`src/rtl/rca_seq_pkg.sv`:
```
// Shared types and constants for the multi-precision ripple-carry sequencer.
package rca_seq_pkg;

    typedef enum logic [1:0] {
        IDLE = 2'd0,
        RUN  = 2'd1,
        DONE = 2'd2
    } state_t;

    localparam int BYTE_W = 8;

endpackage

```
`src/rtl/RCA8.sv`:
```
// 8-bit ripple-carry adder built from a chain of full-adder cells.
module RCA8 (
    input  logic [7:0] A,
    input  logic [7:0] B,
    input  logic       Cin,
    output logic [7:0] S,
    output logic       Cout
);

    logic [8:0] c;

    assign c[0] = Cin;

    for (genvar i = 0; i < 8; i++) begin : g_fa
        assign S[i]   = A[i] ^ B[i] ^ c[i];
        assign c[i+1] = (A[i] & B[i]) | (c[i] & (A[i] ^ B[i]));
    end

    assign Cout = c[8];

endmodule

```
`src/rtl/rca_mp_sequencer.sv`:
```
// Wide add/subtract computed one byte per cycle through a single RCA8,
// least-significant byte first, with valid/ready on both sides.
module rca_mp_sequencer
    import rca_seq_pkg::*;
#(
    parameter int WORDS = 4
) (
    input  logic                      clk,
    input  logic                      rst,
    input  logic                      in_valid,
    output logic                      in_ready,
    input  logic [BYTE_W*WORDS-1:0]   a,
    input  logic [BYTE_W*WORDS-1:0]   b,
    input  logic                      cin,
    input  logic                      sub,
    output logic                      out_valid,
    input  logic                      out_ready,
    output logic [BYTE_W*WORDS-1:0]   sum,
    output logic                      cout,
    output logic                      ovf,
    output logic                      busy
);

    localparam int W     = BYTE_W * WORDS;
    localparam int IDX_W = (WORDS > 1) ? $clog2(WORDS) : 1;

    state_t             state;
    logic [W-1:0]       a_reg;
    logic [W-1:0]       b_reg;
    logic [W-1:0]       res;
    logic [W-1:0]       res_next;
    logic               carry;
    logic [IDX_W-1:0]   idx;
    logic               last;

    logic [BYTE_W-1:0]  byte_a;
    logic [BYTE_W-1:0]  byte_b;
    logic [BYTE_W-1:0]  byte_s;
    logic               byte_c;

    assign last = (idx == IDX_W'(WORDS - 1));

    // Byte lane selection for the shared adder.
    always_comb begin
        byte_a = '0;
        byte_b = '0;
        for (int i = 0; i < WORDS; i++) begin
            if (idx == IDX_W'(i)) begin
                byte_a = a_reg[i*BYTE_W +: BYTE_W];
                byte_b = b_reg[i*BYTE_W +: BYTE_W];
            end
        end
    end

    RCA8 u_rca8 (
        .A    (byte_a),
        .B    (byte_b),
        .Cin  (carry),
        .S    (byte_s),
        .Cout (byte_c)
    );

    // Result with the current adder byte merged in; feeds both res and sum.
    always_comb begin
        res_next = res;
        for (int i = 0; i < WORDS; i++) begin
            if (idx == IDX_W'(i)) begin
                res_next[i*BYTE_W +: BYTE_W] = byte_s;
            end
        end
    end

    always_ff @(posedge clk) begin
        if (rst) begin
            state     <= IDLE;
            a_reg     <= '0;
            b_reg     <= '0;
            res       <= '0;
            carry     <= 1'b0;
            idx       <= '0;
            sum       <= '0;
            cout      <= 1'b0;
            ovf       <= 1'b0;
            out_valid <= 1'b0;
        end else begin
            case (state)
                IDLE: begin
                    if (in_valid) begin
                        a_reg <= a;
                        b_reg <= sub ? ~b : b;
                        carry <= cin ^ sub;
                        idx   <= '0;
                        state <= RUN;
                    end
                end
                RUN: begin
                    res   <= res_next;
                    carry <= byte_c;
                    if (last) begin
                        sum       <= res_next;
                        cout      <= byte_c;
                        ovf       <= (a_reg[W-1] == b_reg[W-1]) &&
                                     (byte_s[BYTE_W-1] != a_reg[W-1]);
                        out_valid <= 1'b1;
                        state     <= DONE;
                    end else begin
                        idx <= idx + 1'b1;
                    end
                end
                DONE: begin
                    if (out_ready) begin
                        out_valid <= 1'b0;
                        state     <= IDLE;
                    end
                end
                default: state <= IDLE;
            endcase
        end
    end

    assign in_ready = (state == IDLE) && !rst;
    assign busy     = (state != IDLE);

endmodule
```
`config.mk`:
```
export PLATFORM = sky130hd
export DESIGN_NAME = rca_mp_sequencer
export DESIGN_NICKNAME = d
export VERILOG_FILES = /design/src/rtl/rca_seq_pkg.sv /design/src/rtl/RCA8.sv /design/src/rtl/rca_mp_sequencer.sv
export SDC_FILE = /design/constraint.sdc
export NUM_CORES = 1
export LEC_CHECK = 0
export ABC_AREA = 0
export BUFFER_PORTS_ARGS = -buffer_cell sky130_fd_sc_hd__buf_4
export CORE_MARGIN = 10
export CORE_UTILIZATION = 30
export DETAILED_ROUTE_END_ITERATION = 8
export PLACE_DENSITY = 0.5
export SLEW_MARGIN = 20
export SYNTH_ARGS = -nofsm -noshare
export SYNTH_HDL_FRONTEND = slang
export SYNTH_HIERARCHICAL = 1
export SYNTH_SLANG_ARGS = --single-unit
```
`constraint.sdc`:
```
create_clock -name clk -period 5.2 [get_ports clk]
set_clock_uncertainty 0.2 [all_clocks]
set_input_delay 0.78 -clock clk [delete_from_list [all_inputs] [get_ports clk]]
set_output_delay 0.78 -clock clk [all_outputs]
set_load 0.1 [all_outputs]
```
# == Yosys cells after proc, flatten, opt, wreduce, memory -nomap -nowiden ==
# Index checks and enable logic that the tools add are counted.
# totals
ff_bits,136
inputBits,70
out_inout_bits,37
word_cells,103
# op_classes
add_sub_neg,1
eq_ne,11
mux,25
n_bitwise,42
reduce_logical,14
# op_table
op,count
8-bit two-way mux,12
32-bit two-way mux,1
32-bit inverter,1
1-bit XOR,17
1-bit bitwise AND,16
2-bit two-way mux,5
3-bit AND reduction,3
"2-bit != test, second input constant",4
1-bit bitwise OR,8
"2-bit == test, second input constant",3
2-bit case mux with 3 select lines,1
2-bit AND reduction,3
2-bit nonzero test,3
"2-bit by 1-bit == test with 1-bit output, second input constant",2
2-bit zero test,2
1-bit case mux with 2 select lines,2
2-bit case mux with 2 select lines,1
1-bit two-way mux,3
"2-bit by 1-bit adder with 2-bit output, second input constant",1
1-bit logical AND,2
1-bit == test,1
1-bit zero test,1
1-bit != test,1

# == Longest topological paths before layout ==
# Gate-level depths: netlist of run 1.
# depth
ltp_word,23
mapped_depth,23
depth_no_buf,20

# == By module ==
# The synthesis of run 1 kept the hierarchy.
# modules_own_cells
module,instances,cells_each,area_per_inst_um2,seq_area_each_um2
rca_mp_sequencer,1,666,5983.2,2562.5
RCA8,1,18,197.7,0.0

# == Worst setup path after synthesis of run 1 ==
# No wires, ideal clock.
# synth_timing
kind,register to register
from,reg idx[0]
to,reg ovf
setup_time_ps,131
arrival_ps,5020
required_ps,4869
slack_ps,-150
path_stages_with_launch,24
path_buffers,3
synth_period_minus_slack_ps,5350
path_cell_list,dfxtp_1 -> inv_1 -> ha_1 -> clkbuf_1 -> clkbuf_1 -> a21oi_1 -> o21ai_0 -> a22o_1 -> fa_1 -> inv_1 -> fa_1 -> inv_1 -> fa_1 -> fa_1 -> fa_1 -> fa_1 -> fa_1 -> inv_1 -> fa_1 -> inv_1 -> clkbuf_1 -> and3b_1 -> a211oi_1 -> nor3_1
# synth_via
elab_chain_cells,23
elab_cells_between_ends,45
classes_between,eq/ne (4); mux (8); bitwise (30); reduce/logical (3)
# synth_rtl
element,line_no,source
start: declaration,rca_mp_sequencer.sv:33,logic [IDX_W-1:0] idx;
start signal: assignment,rca_mp_sequencer.sv:107,idx <= idx + 1'b1;
2-bit zero test,rca_mp_sequencer.sv:48,if (idx == IDX_W'(i)) begin
8-bit two-way mux (3 in series),rca_mp_sequencer.sv:48,
8-bit two-way mux (*),rca_mp_sequencer.sv:48,
named net byte_a[0],rca_mp_sequencer.sv:36,logic [BYTE_W-1:0] byte_a;
1-bit XOR,RCA8.sv:16,assign c[i+1] = (A[i] & B[i]) | (c[i] & (A[i] ^ B[i]));
1-bit bitwise AND,RCA8.sv:16,
1-bit bitwise OR (*),RCA8.sv:16,
1-bit bitwise AND (*),RCA8.sv:16,
[7 not listed],n/a,
1-bit bitwise AND (*),RCA8.sv:16,
1-bit bitwise OR (*),RCA8.sv:16,
1-bit bitwise AND (*),RCA8.sv:16,
1-bit bitwise OR (*),RCA8.sv:16,
1-bit XOR (*),RCA8.sv:15,assign S[i] = A[i] ^ B[i] ^ c[i];
named net byte_s[7],rca_mp_sequencer.sv:38,logic [BYTE_W-1:0] byte_s;
1-bit != test (*),rca_mp_sequencer.sv:103,(byte_s[BYTE_W-1] != a_reg[W-1]);
1-bit logical AND (*),rca_mp_sequencer.sv:102,ovf <= (a_reg[W-1] == b_reg[W-1]) &&
end signal: assignment,rca_mp_sequencer.sv:102,
end: declaration,rca_mp_sequencer.sv:20,"output logic ovf,"
# The timed path passes the listed nets; every way through them passes the cells marked *.
# A chain may end at the register's enable or synchronous reset.

# == Final worst setup path of run 1 ==
# Ends and elaborated chain as after synthesis.

==> results by group, run 1 <==
Logic synthesis
  • Count leader, synth: dfxtp_1
  • Post-Syn Instances: 684
  • Dominant cells by area after synthesis: dfxtp_1 41%, a211oi_2 11%, mux2i_1 7.8%
  • Yosys reg bits: 128
  • Mapped Area: 0.00618 mm2
  • Post-synth EDFFs: 0
  • Synth cell count leaders: 128 x dfxtp_1, 101 x nand2_1, 84 x nor2_1, 76 x a21oi_1, 52 x a211oi_2
  • Yosys top cell by area: dfxtp_1
  • Cell variety after synth: 35
  • Asr flop ratio synth: 0%
  • Synth Area per Inst: 9.04 um2
  • Ys Warns: 6
  • Post-Synthesis Net Count: 766
  • Sequential area share after synthesis: 41.5%
  • Area share of the largest cell type after synthesis: 41.5%
  • Main flop type after synthesis: dfxtp_1

Finish
  • Cell area after layout: 0.00761 mm2
  • Synthesis-to-finish area growth: 23.1%
  • Area occupied by multi-input gates: 0.00316 mm2
  • Final core occ: 37.6%
  • # diodes: 0
  • Reg area: 0.00256 mm2
  • Share of cells above drive strength 1: 27.5%
  • Filler instances: 2114
  • Nets: 839

CTS
  • # Post-CTS Setup Buffers: 0
  • Clock root buffer: clkbuf_16
  • TritonCTS Buffers: 17
  • Worst-skew pair later-pin latency: 0.41 ns
  • Clock-pin slew on the worst setup and hold paths: 0.06 ns
  • Clock Sinks: 128
  • CTS Buffer Depth: 2
  • CTS tree: built
  • Cts repair resizes: 0
  • Hold_buf cts: 0
  • CTS H-tree depth: 4

Worst setup path
  • Most common cell type on the critical path: fa_1
  • Max incr delay on CP: 0.41 ns
  • Setup crit start: idx[0]$_SDFFE_PP0P_
  • Critical Path, Cell by Cell: inv_1, ha_2, a21oi_1, o21ai_0, a22o_1, fa_1, inv_1, fa_1, inv_1, fa_1, fa_1, fa_1, fa_2, fa_1, inv_1, fa_1, inv_1, and3b_1, a211oi_1, nor3_1
  • Worst EP required: 5.26 ns
  • CP Buf/Inv Count: 5
  • Critical path capture point type: flop
  • Setup crit start kind: flop
  • FF-to-FF path depth: 20
  • R2r startpoint: idx[0]$_SDFFE_PP0P_
  • Reg-to-reg slack, setup: 0.23 ns
  • Max Fanout on Critical Path: 6
  • Worst path depth: 20
  • CP endpoint: ovf$_SDFFE_PP0P_
  • Crit-path leading delay family: adder cells
  • Kind of critical path: flop to flop
  • WP data arrival: 5.04 ns
  • Slowest CP cell: fa_1
  • Reg2Reg Capture Point: ovf$_SDFFE_PP0P_

Floorplan
  • Core area: 0.0202 mm2
  • Full die area: 0.0267 mm2
  • Die Y: 164 um
  • I/O pin cnt: 107
  • Initial core utilization: 30.5%
  • Die span in x: 164 um
  • Row count: 52

Drt
  • Iteration-0 DRC count of the detailed router: 247
  • Routed wire length: 16.4 mm
  • Final ANT Viol Nets: 0
  • Drc violations: 0
  • Routed vias: 4682
  • Vias per cell: 4.51
  • Pre-Repair DR Iteration Count: 4
  • Wire per inst: 15.8 um

Global routing
  • Initial antenna violation count: 0
  • Largest net degree at the start of global routing: 82
  • First-pass GRT wire length: 25.9 mm
  • Vias in the first global route: 4663
  • Total track usage: 12.2%
  • Total global routing overflow: 0

Timing
  • Worst Max-Slew Pin Slew: 0.911 ns
  • Final TNS setup: 0 ns
  • Fmax: 0.201 GHz
  • Tcrit/Tclk final: 95.7%
  • Max transition margin: 39.3%
  • RSZ-0062 raised after global routing: no
  • Setup ws final: 0.225 ns
  • Slew Limit Fails: 0
  • Endpoints failing setup: 0
  • Fin. Hold Viols: 0
  • Shortest period the worst path allows: 4.97 ns

Place
  • Pre-CTS WS: 0.105 ns
  • Port Buf Inserts: 106
  • GP Congestion: 0.797
  • Post-detail-place hpwl: 11.7 mm
  • Post-Place Cell Area: 0.00704 mm2

Power and ir drop
  • Pwr dens: 345 mW/mm2
  • Leak: 3.07 nW
  • Peak supply drop: 0.000194 V
  • Tot Pwr: 2.62 mW

Min path
  • Hold Path Class: flop to flop

Flow run
  • Max cap viols: 0

Outcome
  • Status: finished, final reports clean
-- per-stage QoR --
stage / hold slack [ns] / instances
global placement: 0.245 / 1008
detailed placement: 0.247 / 1008
finish: 0.255 / 1037
floorplan: 0.236 / 684
global route: 0.266 / 1037
CTS: 0.255 / 1037
-- area by class of cell --
cell class	count	area share, %
inverters	28	1.38
multi-input cells	464	41.5
well taps	270	4.44
repair buffers	118	11.6
clock inverters	6	0.756
flip-flops and latches	128	33.7
clock buffers	23	6.54
-- how the worst min path moves through the flow --
stage / from / endpoint / slack [ns] / depth (start not counted)
global route: a_reg[2]$_SDFFE_PP0P_ / a_reg[2]$_SDFFE_PP0P_ / 0.27 / 2
detailed placement: a_reg[18]$_SDFFE_PP0P_ / a_reg[18]$_SDFFE_PP0P_ / 0.25 / 2
CTS: a_reg[18]$_SDFFE_PP0P_ / a_reg[18]$_SDFFE_PP0P_ / 0.25 / 2
finish: a_reg[18]$_SDFFE_PP0P_ / a_reg[18]$_SDFFE_PP0P_ / 0.25 / 2
floorplan: a_reg[16]$_SDFFE_PP0P_ / a_reg[16]$_SDFFE_PP0P_ / 0.24 / 2
global placement: a_reg[2]$_SDFFE_PP0P_ / a_reg[2]$_SDFFE_PP0P_ / 0.24 / 2
-- logic make-up (layout without fill, tap and decap cells) --
| kind of cell | Yosys count | in the layout | share of synthesized area (%) |
|---|---|---|---|
| AND/OR/NAND/NOR | 201 | 201 | 13.5 |
| AO/OA/AOI/OAI | 170 | 170 | 21.5 |
| flip-flops | 128 | 128 | 41.5 |
| buffers and inverters | 92 | 175 | 7.71 |
| multiplexers | 48 | 48 | 7.77 |
| XOR/XNOR | 33 | 33 | 4.68 |
| adder cells (fa/ha/maj) | 12 | 12 | 3.40 |
-- worst min-delay path, cell delays in order, from the launching register on --
cell     delay (ns)
dfxtp_1        0.30
nand2_1        0.05
a21oi_1        0.05
-- per-layer routing --
layer,global-route usage (%),up-vias,wire length (um)
met5,0,-,0
met4,3.70,0,202
met3,3.73,12,815
met2,18.4,92,7360
met1,16.5,2140,8030
li1,-,2438,-
-- placed cells by master, fill, tap and decap left out, types with 2 or more instances in the layout --
cell type  synthesis  layout
mux2i_1           48      48
nor2_1            84      84
a211oi_1           5       5
a21oi_1           76      75
fa_1               8       7
ha_1               4       2
ha_2               0       2
xnor2_1           25      25
nand2_1          101     101
o21ai_0           17      17
clkbuf_8           0       5
dfxtp_1          128     126
a211oi_2          52      52
clkbuf_16          0      17
clkinv_2           0       4
a22o_1            16      16
inv_1             28      28
buf_4             11     118
dfxtp_2            0       2
nand3b_1           3       3
xor2_1             8       8
-- power by group --
part / switching [mW] / internal [mW] / leakage (nW) / total [mW]
registers: 0.0338 / 1.03 / 1.05 / 1.07
logic: 0.258 / 0.171 / 1.75 / 0.429
clock network: 0.418 / 0.709 / 0.277 / 1.13
(Power assumes the default switching activity.)
==> run 2, diff against run 1 <==
--- a/config.mk
+++ b/config.mk
@@ -8,9 +8,9 @@
 export ABC_AREA = 0
 export BUFFER_PORTS_ARGS = -buffer_cell sky130_fd_sc_hd__buf_4
 export CORE_MARGIN = 10
-export CORE_UTILIZATION = 30
+export CORE_UTILIZATION = 51
 export DETAILED_ROUTE_END_ITERATION = 8
-export PLACE_DENSITY = 0.5
+export PLACE_DENSITY = 0.77
 export SLEW_MARGIN = 20
 export SYNTH_ARGS = -nofsm -noshare
 export SYNTH_HDL_FRONTEND = slang
==> results by group, run 2 (synthesized netlist as in run 1, its figures left out) <==
Global routing
  • Largest net degree at the start of global routing: 70 (was 82)
  • First-pass GRT wire length: 24.7 mm (was 25.9 mm)
  • Initial antenna violation count: 0 (unchanged)
  • Total global routing overflow: 0 (unchanged)
  • Total track usage: 18.2% (was 12.2%)
  • Vias in the first global route: 5155 (was 4663)

Timing
  • RSZ-0062 raised after global routing: no (unchanged)
  • Slew Limit Fails: 0 (unchanged)
  • Shortest period the worst path allows: 4.90 ns (was 4.97 ns)
  • Endpoints failing setup: 0 (unchanged)
  • Worst Max-Slew Pin Slew: 0.923 ns (was 0.911 ns)
  • Max transition margin: 38.5% (was 39.3%)
  • Fmax: 0.204 GHz (was 0.201 GHz)
  • Fin. Hold Viols: 0 (unchanged)
  • Tcrit/Tclk final: 94.2% (was 95.7%)

Power and ir drop
  • Peak supply drop: 0.000203 V (was 0.000194 V)
  • Pwr dens: 338 mW/mm2 (was 345 mW/mm2)
  • Tot Pwr: 2.53 mW (was 2.62 mW)
  • Leak: 3.06 nW (was 3.07 nW)

Finish
  • Commonest non-fill, non-tap cell in the layout: dfxtp_1 (unchanged)
  • Final core occ: 62.6% (was 37.6%)
  • Cell area after layout: 0.00749 mm2 (was 0.00761 mm2)
  • Final Non-Filler Cells: 916 (was 1037)
  • Synthesis-to-finish area growth: 21.1% (was 23.1%)
  • Nets: 842 (was 839)
  • # diodes: 0 (unchanged)
  • Leading cell types in the layout, fill and taps excluded: 126 x dfxtp_1, 119 x buf_4, 101 x nand2_1, 84 x nor2_1, 76 x a21oi_1 (was 126 x dfxtp_1, 118 x buf_4, 101 x nand2_1, 84 x nor2_1, 75 x a21oi_1)
  • Share of cells above drive strength 1: 28.1% (was 27.5%)

Drt
  • Iteration-0 DRC count of the detailed router: 366 (was 247)
  • Final ANT Viol Nets: 0 (unchanged)
  • Routed vias: 4932 (was 4682)
  • Wire per inst: 16.6 um (was 15.8 um)
  • Drc violations: 0 (unchanged)
  • Vias per cell: 5.38 (was 4.51)
  • Pre-Repair DR Iteration Count: 5 (was 4)
  • Routed wire length: 15.2 mm (was 16.4 mm)

Flow run
  • Max cap viols: 0 (unchanged)

Floorplan
  • Full die area: 0.0169 mm2 (was 0.0267 mm2)
  • Core area: 0.0120 mm2 (was 0.0202 mm2)
  • Row count: 40 (was 52)
  • I/O pin cnt: 107 (unchanged)
  • Initial core utilization: 51.7% (was 30.5%)
  • Die span in x: 130 um (was 164 um)
  • Die Y: 130 um (was 164 um)

CTS
  • CTS Buffer Depth: 2 (unchanged)
  • # Post-CTS Setup Buffers: 0 (unchanged)
  • Clock root buffer: clkbuf_16 (unchanged)
  • Worst-skew pair later-pin latency: 0.41 ns (about the same)
  • Clock-pin slew on the worst setup and hold paths: 0.05 ns (was 0.06 ns)
  • Hold_buf cts: 0 (unchanged)
  • Clock Sinks: 128 (unchanged)
  • TritonCTS Buffers: 17 (unchanged)
  • CTS tree: built (unchanged)
  • CTS H-tree depth: 4 (unchanged)

Worst setup path
  • Max Fanout on Critical Path: 7 (was 6)
  • Kind of critical path: flop to flop (unchanged)
  • Setup crit start kind: flop (unchanged)
  • Critical Path, Cell by Cell: inv_2, ha_4, a21oi_1, o21ai_0, a22o_1, fa_1, inv_1, fa_1, inv_1, fa_1, fa_2, fa_2, fa_2, fa_2, inv_1, fa_1, inv_1, and3b_1, a211oi_2, nor3_1 (was inv_1, ha_2, a21oi_1, o21ai_0, a22o_1, fa_1, inv_1, fa_1, inv_1, fa_1, fa_1, fa_1, fa_2, fa_1, inv_1, fa_1, inv_1, and3b_1, a211oi_1, nor3_1)
  • Crit-path leading delay family: adder cells (unchanged)
  • Critical path capture point type: flop (unchanged)
  • Slowest CP cell: fa_1 (unchanged)
  • CP Buf/Inv Count: 5 (unchanged)
  • WP data arrival: 4.95 ns (was 5.04 ns)
  • Max incr delay on CP: 0.42 ns (was 0.41 ns)
  • Worst EP required: 5.26 ns (about the same)

Place
  • Post-Place Cell Area: 0.00691 mm2 (was 0.00704 mm2)
  • Post-detail-place hpwl: 10.9 mm (was 11.7 mm)
  • Port Buf Inserts: 106 (unchanged)
  • Placed cells: 887 (was 1008)
  • GP Congestion: 0.883 (was 0.797)

Min path
  • Hold Path Class: flop to flop (unchanged)

Outcome
  • Status: finished, final reports clean (unchanged)
-- run 2: cell count changes in the layout (fill, tap and decap cells not counted), moves of 2 or more --
cell | previous run | this run
fa_1 | 7 | 4
fa_2 | 1 | 4
clkbuf_8 | 5 | 3
clkinvlp_4 | 1 | 3
dfxtp_2 | 2 | 0
dfxtp_4 | 0 | 2
ha_2 | 2 | 0
ha_4 | 0 | 2
inv_1 | 28 | 26
inv_2 | 0 | 2
-- run 2: worst min-delay path, stage by stage, from the launching register on --
cell     delay [ns]
dfxtp_1        0.30
nand2_1        0.05
a21oi_1        0.05
-- run 2: path summary, 6_finish.rpt --
kind	from	end	slack [ns]	cells after the start
min reg2reg	sum[25]$_SDFFE_PP0P_	sum[25]$_SDFFE_PP0P_	0.25	2
max	idx[1]$_SDFFE_PP0P_	ovf$_SDFFE_PP0P_	0.30	20
min	sum[25]$_SDFFE_PP0P_	sum[25]$_SDFFE_PP0P_	0.25	2
max reg2reg	idx[1]$_SDFFE_PP0P_	ovf$_SDFFE_PP0P_	0.30	20
-- run 2: what timing repair did --
| item | CTS | global route |
|---|---|---|
| pin swaps | 0 | 1 |
| endpoints found under the setup margin | 1 | 8 |
| gates resized for setup | 2 | 13 |
-- run 2: per-stage QoR --
step / worst slack (ns) / hold WS, ns / TNS (ns)
floorplan: 0.00407 / 0.236 / 0
global placement: 0.183 / 0.245 / 0
detailed placement: -0.0192 / 0.248 / -0.0192
CTS: 0.0258 / 0.256 / 0
global route: 0.0489 / 0.284 / 0
finish: 0.301 / 0.253 / 0
-- run 2: layout make-up --
cell class              instances  area (um2)
clock inverters                 6        37.5
well taps                     147         184
multi-input cells             464        3190
inverters                      28         105
flip-flops and latches        128        2570
repair buffers                121         925
fillers                       997        4470
clock buffers                  22         474
-- run 2: per-layer routing --
layer / GRT usage, % / up-vias / routed length, um
met5: 0 / - / 0
met4: 7.01 / 0 / 300
met3: 5.19 / 23 / 841
met2: 30.5 / 125 / 7420
met1: 21.6 / 2344 / 6680
li1: - / 2440 / -
-- run 2: power by group --
group / switching [mW] / leakage (nW) / internal [mW] / total (mW)
clock network: 0.403 / 0.246 / 0.632 / 1.03
logic: 0.254 / 1.77 / 0.179 / 0.433
registers: 0.0339 / 1.05 / 1.03 / 1.07
total: 0.691 / 3.06 / 1.84 / 2.53
